[config.mk]
export PLATFORM = sky130hd
export DESIGN_NAME = simple_axi_master_flat
export DESIGN_NICKNAME = d
export VERILOG_FILES = /design/src/rtl/simple_axi_master_if.sv /design/src/rtl/simple_axi_master.sv /design/src/flat_wrapper.sv
export SDC_FILE = /design/constraint.sdc
export NUM_CORES = 1
export LEC_CHECK = 0
export CORE_AREA = 2 2 168 170
export CTS_BUF_LIST = sky130_fd_sc_hd__clkbuf_4
export DETAILED_ROUTE_END_ITERATION = 10
export DIE_AREA = 0 0 170 172
export GPL_TIMING_DRIVEN = 0
export PLACE_DENSITY = 0.75
export SETUP_SLACK_MARGIN = 0.05
export SLEW_MARGIN = 20
export SYNTH_ARGS = -nofsm -noshare
export SYNTH_HDL_FRONTEND = slang
export SYNTH_SLANG_ARGS = --single-unit
[constraint.sdc]
create_clock -name i_clk -period 2.2 [get_ports i_clk]
set_input_delay 0.44 -clock i_clk [delete_from_list [all_inputs] [get_ports i_clk]]
set_output_delay 0.44 -clock i_clk [all_outputs]
set_load 0.01 [all_outputs]
[src/rtl/simple_axi_master_if.sv]
// Single-beat AXI4 channel bundle between simple_axi_master and an interconnect.
// The master drives the valids, address/data attributes and the response readies.
interface simple_axi_master_if;
  logic        awvalid;
  logic        awready;
  logic [31:0] awaddr;
  logic [2:0]  awsize;
  logic [1:0]  awburst;
  logic [3:0]  awcache;
  logic [2:0]  awprot;
  logic [7:0]  awlen;
  logic        awlock;
  logic [3:0]  awqos;

  logic        wvalid;
  logic        wready;
  logic        wlast;
  logic [63:0] wdata;
  logic [7:0]  wstrb;

  logic        bvalid;
  logic        bready;
  logic [1:0]  bresp;

  logic        arvalid;
  logic        arready;
  logic [31:0] araddr;
  logic [2:0]  arsize;
  logic [1:0]  arburst;
  logic [3:0]  arcache;
  logic [2:0]  arprot;
  logic [7:0]  arlen;
  logic        arlock;
  logic [3:0]  arqos;

  logic        rvalid;
  logic        rready;
  logic        rlast;
  logic [63:0] rdata;
  logic [1:0]  rresp;

  modport master (
    output awvalid, awaddr, awsize, awburst, awcache, awprot, awlen, awlock, awqos,
    input  awready,
    output wvalid, wlast, wdata, wstrb,
    input  wready,
    input  bvalid, bresp,
    output bready,
    output arvalid, araddr, arsize, arburst, arcache, arprot, arlen, arlock, arqos,
    input  arready,
    input  rvalid, rlast, rdata, rresp,
    output rready
  );

  modport slave (
    input  awvalid, awaddr, awsize, awburst, awcache, awprot, awlen, awlock, awqos,
    output awready,
    input  wvalid, wlast, wdata, wstrb,
    output wready,
    output bvalid, bresp,
    input  bready,
    input  arvalid, araddr, arsize, arburst, arcache, arprot, arlen, arlock, arqos,
    output arready,
    output rvalid, rlast, rdata, rresp,
    input  rready
  );
endinterface

[src/rtl/simple_axi_master.sv]
// Single-beat AXI4 master: turns one host load/store request into one AXI read or
// write of 1/2/4/8 bytes on a 64-bit bus, with lane steering and sticky status.
module simple_axi_master (
  input  logic        i_clk,
  input  logic        i_rst,
  input  logic [31:0] i_addr,
  input  logic [2:0]  i_wsize,
  input  logic [63:0] i_wdata,
  output logic [63:0] o_rdata,
  input  logic [1:0]  i_rw,
  output logic        o_wait,
  output logic        o_done,
  input  logic        i_clear_done,
  output logic        o_invalid,
  output logic        o_error,
  simple_axi_master_if.master m_axi
);

  typedef enum logic [1:0] {RW_IDLE, RW_WRITE, RW_READ, RW_INVALID} rw_t;
  typedef enum logic [2:0] {S_IDLE, S_WR, S_WR_RESP, S_RD_ADDR, S_RD_DATA, S_DONE} state_t;

  state_t      state_q, state_d;
  logic [31:0] addr_q;
  logic [2:0]  size_q;
  logic [63:0] wdata_q;
  logic [7:0]  wstrb_q;
  logic [63:0] rdata_q;
  logic        aw_done_q, w_done_q;
  logic        invalid_q, error_q;

  logic        misaligned, req_bad;
  logic        aw_hs, w_hs;
  logic        awvalid_c, wvalid_c, bready_c, arvalid_c, rready_c, wait_c, done_c;
  logic        unused_rlast;

  function automatic logic [7:0] lane_mask(input logic [1:0] size);
    case (size)
      2'd0:    lane_mask = 8'h01;
      2'd1:    lane_mask = 8'h03;
      2'd2:    lane_mask = 8'h0F;
      default: lane_mask = 8'hFF;
    endcase
  endfunction

  // Bring the addressed lanes down to bit 0 and zero every byte beyond the access size.
  function automatic logic [63:0] extract(input logic [63:0] d, input logic [2:0] off,
                                          input logic [1:0] size);
    logic [63:0] shifted;
    logic [7:0]  keep;
    logic [63:0] res;
    shifted = d >> {off, 3'b000};
    keep    = lane_mask(size);
    res     = '0;
    for (int i = 0; i < 8; i++) begin
      if (keep[i]) res[8*i +: 8] = shifted[8*i +: 8];
    end
    return res;
  endfunction

  always_comb begin
    misaligned = 1'b0;
    case (i_wsize[1:0])
      2'd1:    misaligned = i_addr[0];
      2'd2:    misaligned = |i_addr[1:0];
      2'd3:    misaligned = |i_addr[2:0];
      default: misaligned = 1'b0;
    endcase
  end

  assign req_bad = (i_rw == RW_INVALID) || i_wsize[2] || misaligned;
  assign aw_hs   = awvalid_c && m_axi.awready;
  assign w_hs    = wvalid_c && m_axi.wready;

  // NOTE: sequential state uses non-blocking assignments so every flop samples pre-edge values.
  always_ff @(posedge i_clk or negedge i_rst) begin
    if (!i_rst) state_q <= S_IDLE;
    else        state_q <= state_d;
  end

  // NOTE: every output of this block gets a default first, so no path can infer a latch.
  always_comb begin
    state_d   = state_q;
    awvalid_c = 1'b0;
    wvalid_c  = 1'b0;
    bready_c  = 1'b0;
    arvalid_c = 1'b0;
    rready_c  = 1'b0;
    wait_c    = 1'b0;
    done_c    = 1'b0;
    case (state_q)
      S_IDLE: begin
        if (i_rw != RW_IDLE) begin
          if (req_bad)               state_d = S_DONE;
          else if (i_rw == RW_WRITE) state_d = S_WR;
          else                       state_d = S_RD_ADDR;
        end
      end
      S_WR: begin
        wait_c    = 1'b1;
        awvalid_c = !aw_done_q;
        wvalid_c  = !w_done_q;
        if ((aw_done_q || aw_hs) && (w_done_q || w_hs)) state_d = S_WR_RESP;
      end
      S_WR_RESP: begin
        wait_c   = 1'b1;
        bready_c = 1'b1;
        if (m_axi.bvalid) state_d = S_DONE;
      end
      S_RD_ADDR: begin
        wait_c    = 1'b1;
        arvalid_c = 1'b1;
        if (m_axi.arready) state_d = S_RD_DATA;
      end
      S_RD_DATA: begin
        wait_c   = 1'b1;
        rready_c = 1'b1;
        if (m_axi.rvalid) state_d = S_DONE;
      end
      S_DONE: begin
        done_c = 1'b1;
        if (i_clear_done) state_d = S_IDLE;
      end
      default: state_d = S_IDLE;
    endcase
  end

  // NOTE: the request/response registers are reset too, because their values reach the
  // AXI address/data/strobe outputs and o_rdata, which must read zero out of reset.
  always_ff @(posedge i_clk or negedge i_rst) begin
    if (!i_rst) begin
      addr_q    <= '0;
      size_q    <= '0;
      wdata_q   <= '0;
      wstrb_q   <= '0;
      rdata_q   <= '0;
      aw_done_q <= 1'b0;
      w_done_q  <= 1'b0;
      invalid_q <= 1'b0;
      error_q   <= 1'b0;
    end else begin
      if (state_q == S_IDLE && i_rw != RW_IDLE) begin
        addr_q    <= i_addr;
        size_q    <= i_wsize;
        wdata_q   <= i_wdata << {i_addr[2:0], 3'b000};
        wstrb_q   <= lane_mask(i_wsize[1:0]) << i_addr[2:0];
        invalid_q <= req_bad;
      end
      // Per-channel handshake memory; both flags are cleared when the write phase ends.
      aw_done_q <= (state_q == S_WR && state_d == S_WR) ? (aw_done_q || aw_hs) : 1'b0;
      w_done_q  <= (state_q == S_WR && state_d == S_WR) ? (w_done_q || w_hs) : 1'b0;
      if (state_q == S_WR_RESP && m_axi.bvalid) error_q <= |m_axi.bresp;
      if (state_q == S_RD_DATA && m_axi.rvalid) begin
        error_q <= |m_axi.rresp;
        rdata_q <= extract(m_axi.rdata, addr_q[2:0], size_q[1:0]);
      end
      if (state_q == S_DONE && i_clear_done) begin
        invalid_q <= 1'b0;
        error_q   <= 1'b0;
      end
    end
  end

  assign o_rdata   = rdata_q;
  assign o_wait    = wait_c;
  assign o_done    = done_c;
  assign o_invalid = invalid_q;
  assign o_error   = error_q;

  assign m_axi.awvalid = awvalid_c;
  assign m_axi.awaddr  = addr_q;
  assign m_axi.awsize  = size_q;
  assign m_axi.awburst = 2'b01;
  assign m_axi.awcache = 4'b0011;
  assign m_axi.awprot  = 3'b000;
  assign m_axi.awlen   = 8'h00;
  assign m_axi.awlock  = 1'b0;
  assign m_axi.awqos   = 4'h0;

  assign m_axi.wvalid  = wvalid_c;
  assign m_axi.wlast   = 1'b1;
  assign m_axi.wdata   = wdata_q;
  assign m_axi.wstrb   = wstrb_q;
  assign m_axi.bready  = bready_c;

  assign m_axi.arvalid = arvalid_c;
  assign m_axi.araddr  = addr_q;
  assign m_axi.arsize  = size_q;
  assign m_axi.arburst = 2'b01;
  assign m_axi.arcache = 4'b0011;
  assign m_axi.arprot  = 3'b000;
  assign m_axi.arlen   = 8'h00;
  assign m_axi.arlock  = 1'b0;
  assign m_axi.arqos   = 4'h0;
  assign m_axi.rready  = rready_c;

  // Single-beat reads make rlast carry no information.
  assign unused_rlast = m_axi.rlast;

endmodule

[src/flat_wrapper.sv]
// flat-port wrapper written by rule: the top's interface ports become plain ports
module simple_axi_master_flat 
  (i_clk, i_rst, i_addr, i_wsize, i_wdata, o_rdata, i_rw, o_wait, o_done, i_clear_done, o_invalid, o_error, m_axi_awvalid, m_axi_awaddr, m_axi_awsize, m_axi_awburst, m_axi_awcache, m_axi_awprot, m_axi_awlen, m_axi_awlock, m_axi_awqos, m_axi_awready, m_axi_wvalid, m_axi_wlast, m_axi_wdata, m_axi_wstrb, m_axi_wready, m_axi_bvalid, m_axi_bresp, m_axi_bready, m_axi_arvalid, m_axi_araddr, m_axi_arsize, m_axi_arburst, m_axi_arcache, m_axi_arprot, m_axi_arlen, m_axi_arlock, m_axi_arqos, m_axi_arready, m_axi_rvalid, m_axi_rlast, m_axi_rdata, m_axi_rresp, m_axi_rready);
  simple_axi_master_if m_axi_i ();
  input  logic i_clk;
  input  logic i_rst;
  input  logic [31:0] i_addr;
  input  logic [2:0] i_wsize;
  input  logic [63:0] i_wdata;
  output logic [63:0] o_rdata;
  input  logic [1:0] i_rw;
  output logic o_wait;
  output logic o_done;
  input  logic i_clear_done;
  output logic o_invalid;
  output logic o_error;
  output wire logic [$bits(m_axi_i.awvalid)-1:0] m_axi_awvalid;
  output wire logic [$bits(m_axi_i.awaddr)-1:0] m_axi_awaddr;
  output wire logic [$bits(m_axi_i.awsize)-1:0] m_axi_awsize;
  output wire logic [$bits(m_axi_i.awburst)-1:0] m_axi_awburst;
  output wire logic [$bits(m_axi_i.awcache)-1:0] m_axi_awcache;
  output wire logic [$bits(m_axi_i.awprot)-1:0] m_axi_awprot;
  output wire logic [$bits(m_axi_i.awlen)-1:0] m_axi_awlen;
  output wire logic [$bits(m_axi_i.awlock)-1:0] m_axi_awlock;
  output wire logic [$bits(m_axi_i.awqos)-1:0] m_axi_awqos;
  input wire logic [$bits(m_axi_i.awready)-1:0] m_axi_awready;
  output wire logic [$bits(m_axi_i.wvalid)-1:0] m_axi_wvalid;
  output wire logic [$bits(m_axi_i.wlast)-1:0] m_axi_wlast;
  output wire logic [$bits(m_axi_i.wdata)-1:0] m_axi_wdata;
  output wire logic [$bits(m_axi_i.wstrb)-1:0] m_axi_wstrb;
  input wire logic [$bits(m_axi_i.wready)-1:0] m_axi_wready;
  input wire logic [$bits(m_axi_i.bvalid)-1:0] m_axi_bvalid;
  input wire logic [$bits(m_axi_i.bresp)-1:0] m_axi_bresp;
  output wire logic [$bits(m_axi_i.bready)-1:0] m_axi_bready;
  output wire logic [$bits(m_axi_i.arvalid)-1:0] m_axi_arvalid;
  output wire logic [$bits(m_axi_i.araddr)-1:0] m_axi_araddr;
  output wire logic [$bits(m_axi_i.arsize)-1:0] m_axi_arsize;
  output wire logic [$bits(m_axi_i.arburst)-1:0] m_axi_arburst;
  output wire logic [$bits(m_axi_i.arcache)-1:0] m_axi_arcache;
  output wire logic [$bits(m_axi_i.arprot)-1:0] m_axi_arprot;
  output wire logic [$bits(m_axi_i.arlen)-1:0] m_axi_arlen;
  output wire logic [$bits(m_axi_i.arlock)-1:0] m_axi_arlock;
  output wire logic [$bits(m_axi_i.arqos)-1:0] m_axi_arqos;
  input wire logic [$bits(m_axi_i.arready)-1:0] m_axi_arready;
  input wire logic [$bits(m_axi_i.rvalid)-1:0] m_axi_rvalid;
  input wire logic [$bits(m_axi_i.rlast)-1:0] m_axi_rlast;
  input wire logic [$bits(m_axi_i.rdata)-1:0] m_axi_rdata;
  input wire logic [$bits(m_axi_i.rresp)-1:0] m_axi_rresp;
  output wire logic [$bits(m_axi_i.rready)-1:0] m_axi_rready;
  assign m_axi_awvalid = m_axi_i.awvalid;
  assign m_axi_awaddr = m_axi_i.awaddr;
  assign m_axi_awsize = m_axi_i.awsize;
  assign m_axi_awburst = m_axi_i.awburst;
  assign m_axi_awcache = m_axi_i.awcache;
  assign m_axi_awprot = m_axi_i.awprot;
  assign m_axi_awlen = m_axi_i.awlen;
  assign m_axi_awlock = m_axi_i.awlock;
  assign m_axi_awqos = m_axi_i.awqos;
  assign m_axi_i.awready = m_axi_awready;
  assign m_axi_wvalid = m_axi_i.wvalid;
  assign m_axi_wlast = m_axi_i.wlast;
  assign m_axi_wdata = m_axi_i.wdata;
  assign m_axi_wstrb = m_axi_i.wstrb;
  assign m_axi_i.wready = m_axi_wready;
  assign m_axi_i.bvalid = m_axi_bvalid;
  assign m_axi_i.bresp = m_axi_bresp;
  assign m_axi_bready = m_axi_i.bready;
  assign m_axi_arvalid = m_axi_i.arvalid;
  assign m_axi_araddr = m_axi_i.araddr;
  assign m_axi_arsize = m_axi_i.arsize;
  assign m_axi_arburst = m_axi_i.arburst;
  assign m_axi_arcache = m_axi_i.arcache;
  assign m_axi_arprot = m_axi_i.arprot;
  assign m_axi_arlen = m_axi_i.arlen;
  assign m_axi_arlock = m_axi_i.arlock;
  assign m_axi_arqos = m_axi_i.arqos;
  assign m_axi_i.arready = m_axi_arready;
  assign m_axi_i.rvalid = m_axi_rvalid;
  assign m_axi_i.rlast = m_axi_rlast;
  assign m_axi_i.rdata = m_axi_rdata;
  assign m_axi_i.rresp = m_axi_rresp;
  assign m_axi_rready = m_axi_i.rready;
  simple_axi_master u_core (.i_clk(i_clk), .i_rst(i_rst), .i_addr(i_addr), .i_wsize(i_wsize), .i_wdata(i_wdata), .o_rdata(o_rdata), .i_rw(i_rw), .o_wait(o_wait), .o_done(o_done), .i_clear_done(i_clear_done), .o_invalid(o_invalid), .o_error(o_error), .m_axi(m_axi_i));
endmodule
==> results of run 1 <==
per-stage QoR:
| step | hold slack [ps] | setup WS, ps | std cells | TNS (ps) | instance area, µm² |
|---|---|---|---|---|---|
| floorplan | 144 | 456 | 973 | 0 | 11000 |
| CTS | 306 | -117 | 1752 | -487 | 15800 |
| global route | 323 | -182 | 1759 | -2060 | 16000 |
| finish | 326 | -62.1 | 1760 | -146 | 16000 |
| detailed placement | 394 | -390 | 1711 | -21950 | 15400 |
| global placement | 461 | -7020 | 1709 | -1264770 | 15400 |
cell families after synthesis:
| kind of cell | Yosys count |
|---|---|
| AND/OR/NAND/NOR | 116 |
| flip-flops | 178 |
| other | 2 |
| AO/OA/AOI/OAI | 288 |
| buffers and inverters | 173 |
| XOR/XNOR | 1 |
| multiplexers | 172 |
how the worst max path moves through the flow:
stage	start	end	slack, ps	cells past startpoint
final	u_core.state_q[2]	m_axi_wvalid	-60	4
after global routing	u_core.state_q[1]	m_axi_wvalid	-180	4
after global placement	i_rst	u_core.m_axi.wdata[41]	-7020	1
after floorplan	i_addr[1]	u_core.m_axi.wdata[62]	460	5
after CTS	u_core.state_q[1]	m_axi_wvalid	-120	4
after detailed placement	i_rw[1]	u_core.m_axi.araddr[1]	-390	6
area by class of cell:
class,count,share of cell area
Multi-Input combinational cell,622,0.348
Clock buffer,17,0.00800
Inverter,6,0.00141
Clock inverter,15,0.0117
Timing Repair Buffer,407,0.255
Tap cell,346,0.0271
Buffer,167,0.0695
Sequential cell,178,0.279
Antenna cell,2,0.000314
power by group through the flow:
stage | logic [mW] | clock network [mW] | registers [mW]
final | 11.6 | 2.02 | 5.59
after global routing | 12.4 | 2.19 | 5.73
after CTS | 11.5 | 2.07 | 5.58
after detailed placement | 11.5 | 0 | 5.66
after global placement | 11.3 | 0 | 5.65
after floorplan | 5.36 | 0 | 5.96
what timing repair did:
item,CTS,global route
hold endpoints to repair,54,0
hold buffers,1,0
resized for setup,75,37
endpoints found under the setup margin,66,75
cloned,0,0
buffers inserted,8,6
pin swaps,1,0
layer usage:
metal	part of all wire	wire length [µm]
met5	0	0
met4	0.045	2000
met3	0.10	4540
met2	0.48	21100
met1	0.38	16600
cell usage after synthesis (all sizes together), types with 10 or more instances:
library cell | count | share of area
a22oi | 33 | 0.023
o21ai | 116 | 0.056
o2bb2ai | 10 | 0.0081
buf | 128 | 0.085
mux2i | 65 | 0.060
a211oi | 12 | 0.0083
a22o | 41 | 0.033
a21oi | 15 | 0.0069
a221o | 16 | 0.015
clkbuf | 39 | 0.014
mux2 | 43 | 0.045
dfrtp | 178 | 0.41
mux4 | 64 | 0.13
nor2 | 12 | 0.0059
nand2 | 45 | 0.016
flip-flops by register name (all words and copies together) (netlist names), 3 cells and up:
signal and flops:
u_core.o_rdata 64, u_core.m_axi.arsize 3, u_core.state_q 3, u_core.m_axi.wstrb 8, u_core.m_axi.araddr 32, u_core.m_axi.wdata 64
==> parameters.txt, run 1 <==
Parameter                              Value

Worst setup path
  Worst-path fanout max    6
  Startpoint of the lowest-slack register-to-register path    u_core.state_q[0]
  Sort of element at the start of the critical path    flip-flop
  CP Capture Type    output port
  Largest delay contributor family on the critical path    simple AND/OR/NAND/NOR gates
  Worst Path Buf+Inv    2
  Register-to-register setup slack    0 ps
  Critical-path cell list    clkbuf_8 -> or3b_4 -> nor2_4 -> buf_6
  Slowest-stage cell, CP    sky130_fd_sc_hd__dfrtp_1
  Setup Crit Path Kind    flip-flop to output port
  Arrival time reported for the critical path endpoint    1820 ps
  Endpoint of the worst register-to-register path    u_core.m_axi.wstrb[2]
  Length in cells of the worst reg-to-reg path    6
  Required time at the worst-slack endpoint    1760 ps
  Biggest cell delay along the critical path    430 ps

Timing
  Fmax    442 MHz
  Max Clock Skew    30.0 ps
  Setup slack after layout    -62.1 ps
  Measured slew at the worst slew-check pin    783 ps
  Period Utilization, post-route    1.03
  Final Hold Violating Endpoints    0
  Minimum clock period    2260 ps
  RSZ-0062 raised after global routing    yes
  Worst relative slew slack    0.476
  Endpoints failing setup    4
  Number of max-slew violations in the final report    0

Power and ir drop
  Power density cells    1210 nW/µm²
  Pleak    6.86 nW
  Pint    11.3 mW
  Switch share    0.413
  Part of the power in registers    0.290
  Power after layout    19.3 mW
  IR drop worst, VDD    0.684 mV
  Switching Power    7.95 mW
  Clock share of power    0.105
  Relative contribution of combinational cells to total power    0.605

Floorplanning
  Core box area    27,500 µm²
  Starting density of the core    0.395
  Total die area    29,200 µm²
  Cell row count    61
  Die H    172 µm
  Die span in x    170 µm
  # IOs    438

Finish
  Fraction of layout cells with a size suffix above 1    0.232
  Footprint of the flip-flops and latches    4460 µm²
  Filler cell count    2,325
  Most common cell after layout, fill and taps aside    sky130_fd_sc_hd__clkdlybuf4s50_1
  Net total in the final layout    1,577
  Most frequent cells in the layout    339 x sky130_fd_sc_hd__clkdlybuf4s50_1, 173 x sky130_fd_sc_hd__dfrtp_1, 103 x sky130_fd_sc_hd__o21ai_0
  Area of the multi-input gates    5550 µm²
  Area added between synthesis and finish    47.0%
  Core occupancy in the finished layout    0.581

Yosys
  Ys async rst share    1.00
  EDFF count, synth    0
  Xor and xnor fraction of the mapped netlist area    0.000807
  Synth warn    0
  Synthesized instance count    930
  Share of the yosys chip area belonging to registers    0.410
  Top FF cell, synth    sky130_fd_sc_hd__dfrtp_1
  Simple-gate area share of the yosys netlist    0.0661
  Register bit total from synthesis    178
  Per-instance average area after synthesis    11.7 µm²
  Cell area after synthesis    10,900 µm²
  Compound-gate portion of the synthesized area    0.185
  Synth cell types    63
  Largest family of logic cells by synthesized area    multiplexers
  Fraction of the mapped netlist area in adder cells    0
  Mux contribution to synthesized area    0.237

Global route
  Antenna violations before repair    1
  Number of global-route vias before repair    10,100
  Met1 capacity usage during global routing    0.360
  Most Crowded Layer GR    met2
  Gr usage total    0.296
  Largest net degree at the start of global routing    67
  Met3 global-route usage    0.0854
  Wire length of the first global-routing pass    63,700 µm
  M2 GR Usage    0.489
  Aggregate global routing overflow    0

Placed design
  Gpl congestion    0.944
  Estimated wirelength of the detail-placed design    34,300 µm
  # port buffers    390

Clocking
  H-tree levels    4
  Clk Latency, worst-skew pair    600 ps
  Clock transition at the register clock pins on the worst setup and hold paths after CTS    180 ps
  Buffer depth of the longest clock path    2
  TritonCTS clock tree    built
  TritonCTS Sinks    178
  Clock root buffer    sky130_fd_sc_hd__clkbuf_4
  Inserted Clock Buffers    17

Worst hold path
  Hold WC Path Type    input pin to asynchronous set/reset pin

Detailed routing
  Routed Antenna Nets    0
  Drt initial violations    1,040
  Final Routed Wirelength    44,200 µm
  Routed vias/inst    5.83
  DRC violations left    0
  DRT Pass-1 Iters    5
  Total vias in the final route    10,300
  Routed wirelength normalized by instance count    25.1 µm

Run status
  Violations in the final reports    setup timing
  Result of the run    finished with violations

Job
  Maxcap violations    0
(Power assumes the default switching activity.)
==> inputs of run 2 (changes only) <==
GPL_ROUTABILITY_DRIVEN = 0   (was not set)
==> parameters.txt, run 2 (same netlist as run 1, synthesis figures left out) <==
Parameter                              Value

Finish
  Area added between synthesis and finish    47.6%
  Post-route cell area    16,000 µm²
  Fraction of layout cells with a size suffix above 1    0.233
  Net total in the final layout    1,577
  Most frequent cells in the layout    349 x sky130_fd_sc_hd__clkdlybuf4s50_1, 173 x sky130_fd_sc_hd__dfrtp_1, 103 x sky130_fd_sc_hd__o21ai_0
  Most common cell after layout, fill and taps aside    sky130_fd_sc_hd__clkdlybuf4s50_1
  Filler cell count    2,289
  Post-Layout Cell Count    1,761
  Core occupancy in the finished layout    0.583

Detailed routing
  DRC violations left    0
  Total vias in the final route    10,300
  Routed vias/inst    5.85
  DRT Pass-1 Iters    5
  Routed Antenna Nets    0
  Routed wirelength normalized by instance count    24.9 µm
  Final Routed Wirelength    43,900 µm
  Drt initial violations    1,066

Worst setup path
  Largest delay contributor family on the critical path    simple AND/OR/NAND/NOR gates
  Worst-path fanout max    5
  CP Capture Type    output port
  Critical-path cell list    clkbuf_8 -> or3b_4 -> nor2_4 -> buf_6
  Biggest cell delay along the critical path    420 ps
  First element of the critical path    u_core.state_q[2]
  Slowest-stage cell, CP    sky130_fd_sc_hd__dfrtp_1
  Sort of element at the start of the critical path    flip-flop
  Startpoint of the lowest-slack register-to-register path    u_core.m_axi.araddr[0]
  Arrival time reported for the critical path endpoint    1790 ps
  Setup Crit Path Kind    flip-flop to output port
  Worst Path Buf+Inv    2
  Required time at the worst-slack endpoint    1760 ps

Timing
  Total negative slack for setup checks    -65.1 ps
  Worst relative slew slack    0.494
  RSZ-0062 raised after global routing    yes
  Setup slack after layout    -31.7 ps
  Max Clock Skew    38.3 ps
  Fmax    448 MHz
  Post-route worst hold slack    439 ps
  Period Utilization, post-route    1.01
  Endpoints failing setup    3
  Measured slew at the worst slew-check pin    758 ps
  Number of max-slew violations in the final report    0
  Final Hold Violating Endpoints    0
  Minimum clock period    2230 ps

Placed design
  Total cell area at the placement stage    15,400 µm²
  Estimated wirelength of the detail-placed design    34,000 µm
  Placed Cells    1,711
  # port buffers    390
  Worst setup timing slack at the placement stage    -338 ps

Global route
  Gr usage total    0.292
  Largest net degree at the start of global routing    93
  Wire length of the first global-routing pass    63,400 µm
  Antenna violations before repair    1
  Number of global-route vias before repair    10,100
  Aggregate global routing overflow    0

Worst hold path
  Hold WC Path Type    input pin to asynchronous set/reset pin

Power and ir drop
  Power after layout    19.6 mW
  IR drop worst, VDD    0.607 mV
  Power density cells    1220 nW/µm²
  Pleak    6.86 nW

Job
  Maxcap violations    0

Clocking
  Inserted Clock Buffers    17
  Clk Latency, worst-skew pair    580 ps
  Clock root buffer    sky130_fd_sc_hd__clkbuf_4
  Buffer depth of the longest clock path    2
  Clock transition at the register clock pins on the worst setup and hold paths after CTS    170 ps
  TritonCTS clock tree    built
  TritonCTS Sinks    178
  H-tree levels    4

Floorplanning
  Cell row count    61
  # IOs    438
  Starting density of the core    0.395
  Die span in x    170 µm
  Core box area    27,500 µm²
  Die H    172 µm
  Total die area    29,200 µm²

Run status
  Result of the run    finished with violations
  Violations in the final reports    setup timing
-- run 2: final timing paths --
check | to | slack, ps | cells after the start
min | u_core.o_rdata[4] | 440 | 3
min in group i_clk | u_core.m_axi.araddr[22] | 440 | 2
max in group asynchronous | u_core.m_axi.arsize[0] | 920 | 4
min reg2reg | u_core.o_rdata[0] | 500 | 2
max | m_axi_wvalid | -30 | 4
max reg2reg | u_core.o_rdata[18] | 90 | 6
-- run 2: layout make-up --
cell class              instances  area (µm²)  area share
flip-flops and latches        178        4460       0.278
inverters                       6        22.5     0.00141
diodes                          3        7.51    0.000469
well taps                     346         433      0.0270
multi-input cells             622        5570       0.347
plain buffers                 167        1100      0.0688
repair buffers                407        4080       0.255
clock buffers                  18         135     0.00843
clock inverters                14         216      0.0135
-- run 2: worst register-to-register path, stage by stage, from the launching register on --
cell	delay, ps
sky130_fd_sc_hd__dfrtp_2	480
sky130_fd_sc_hd__buf_2	160
sky130_fd_sc_hd__buf_2	300
sky130_fd_sc_hd__buf_4	290
sky130_fd_sc_hd__mux2i_2	400
sky130_fd_sc_hd__a2bb2oi_1	260
sky130_fd_sc_hd__o21ai_0	120
-- run 2: timing repair --
| action | CTS | global route |
|---|---|---|
| hold endpoints to repair | 91 | 0 |
| hold buffers | 1 | 0 |
| endpoints found under the setup margin | 54 | 52 |
| setup buffers | 8 | 6 |
| gates resized for setup | 69 | 40 |
| pin swaps | 2 | 4 |
-- run 2: where the power goes --
part           total [mW]  internal (mW)  switching, mW
logic                11.7           6.24           5.47
registers            5.63           4.59           1.04
clock network        2.26          0.865           1.40
total                19.6           11.7           7.91
-- run 2: per-layer routing --
| metal | part of all wire | wire, µm | vias up | track usage |
|---|---|---|---|---|
| met4 | 0.048 | 2100 | 0 | 0.137 |
| li1 | - | - | 4388 | - |
| met3 | 0.11 | 4630 | 125 | 0.0748 |
| met2 | 0.48 | 21000 | 779 | 0.489 |
| met1 | 0.37 | 16100 | 5002 | 0.356 |
| met5 | 0 | 0 | - | 0 |
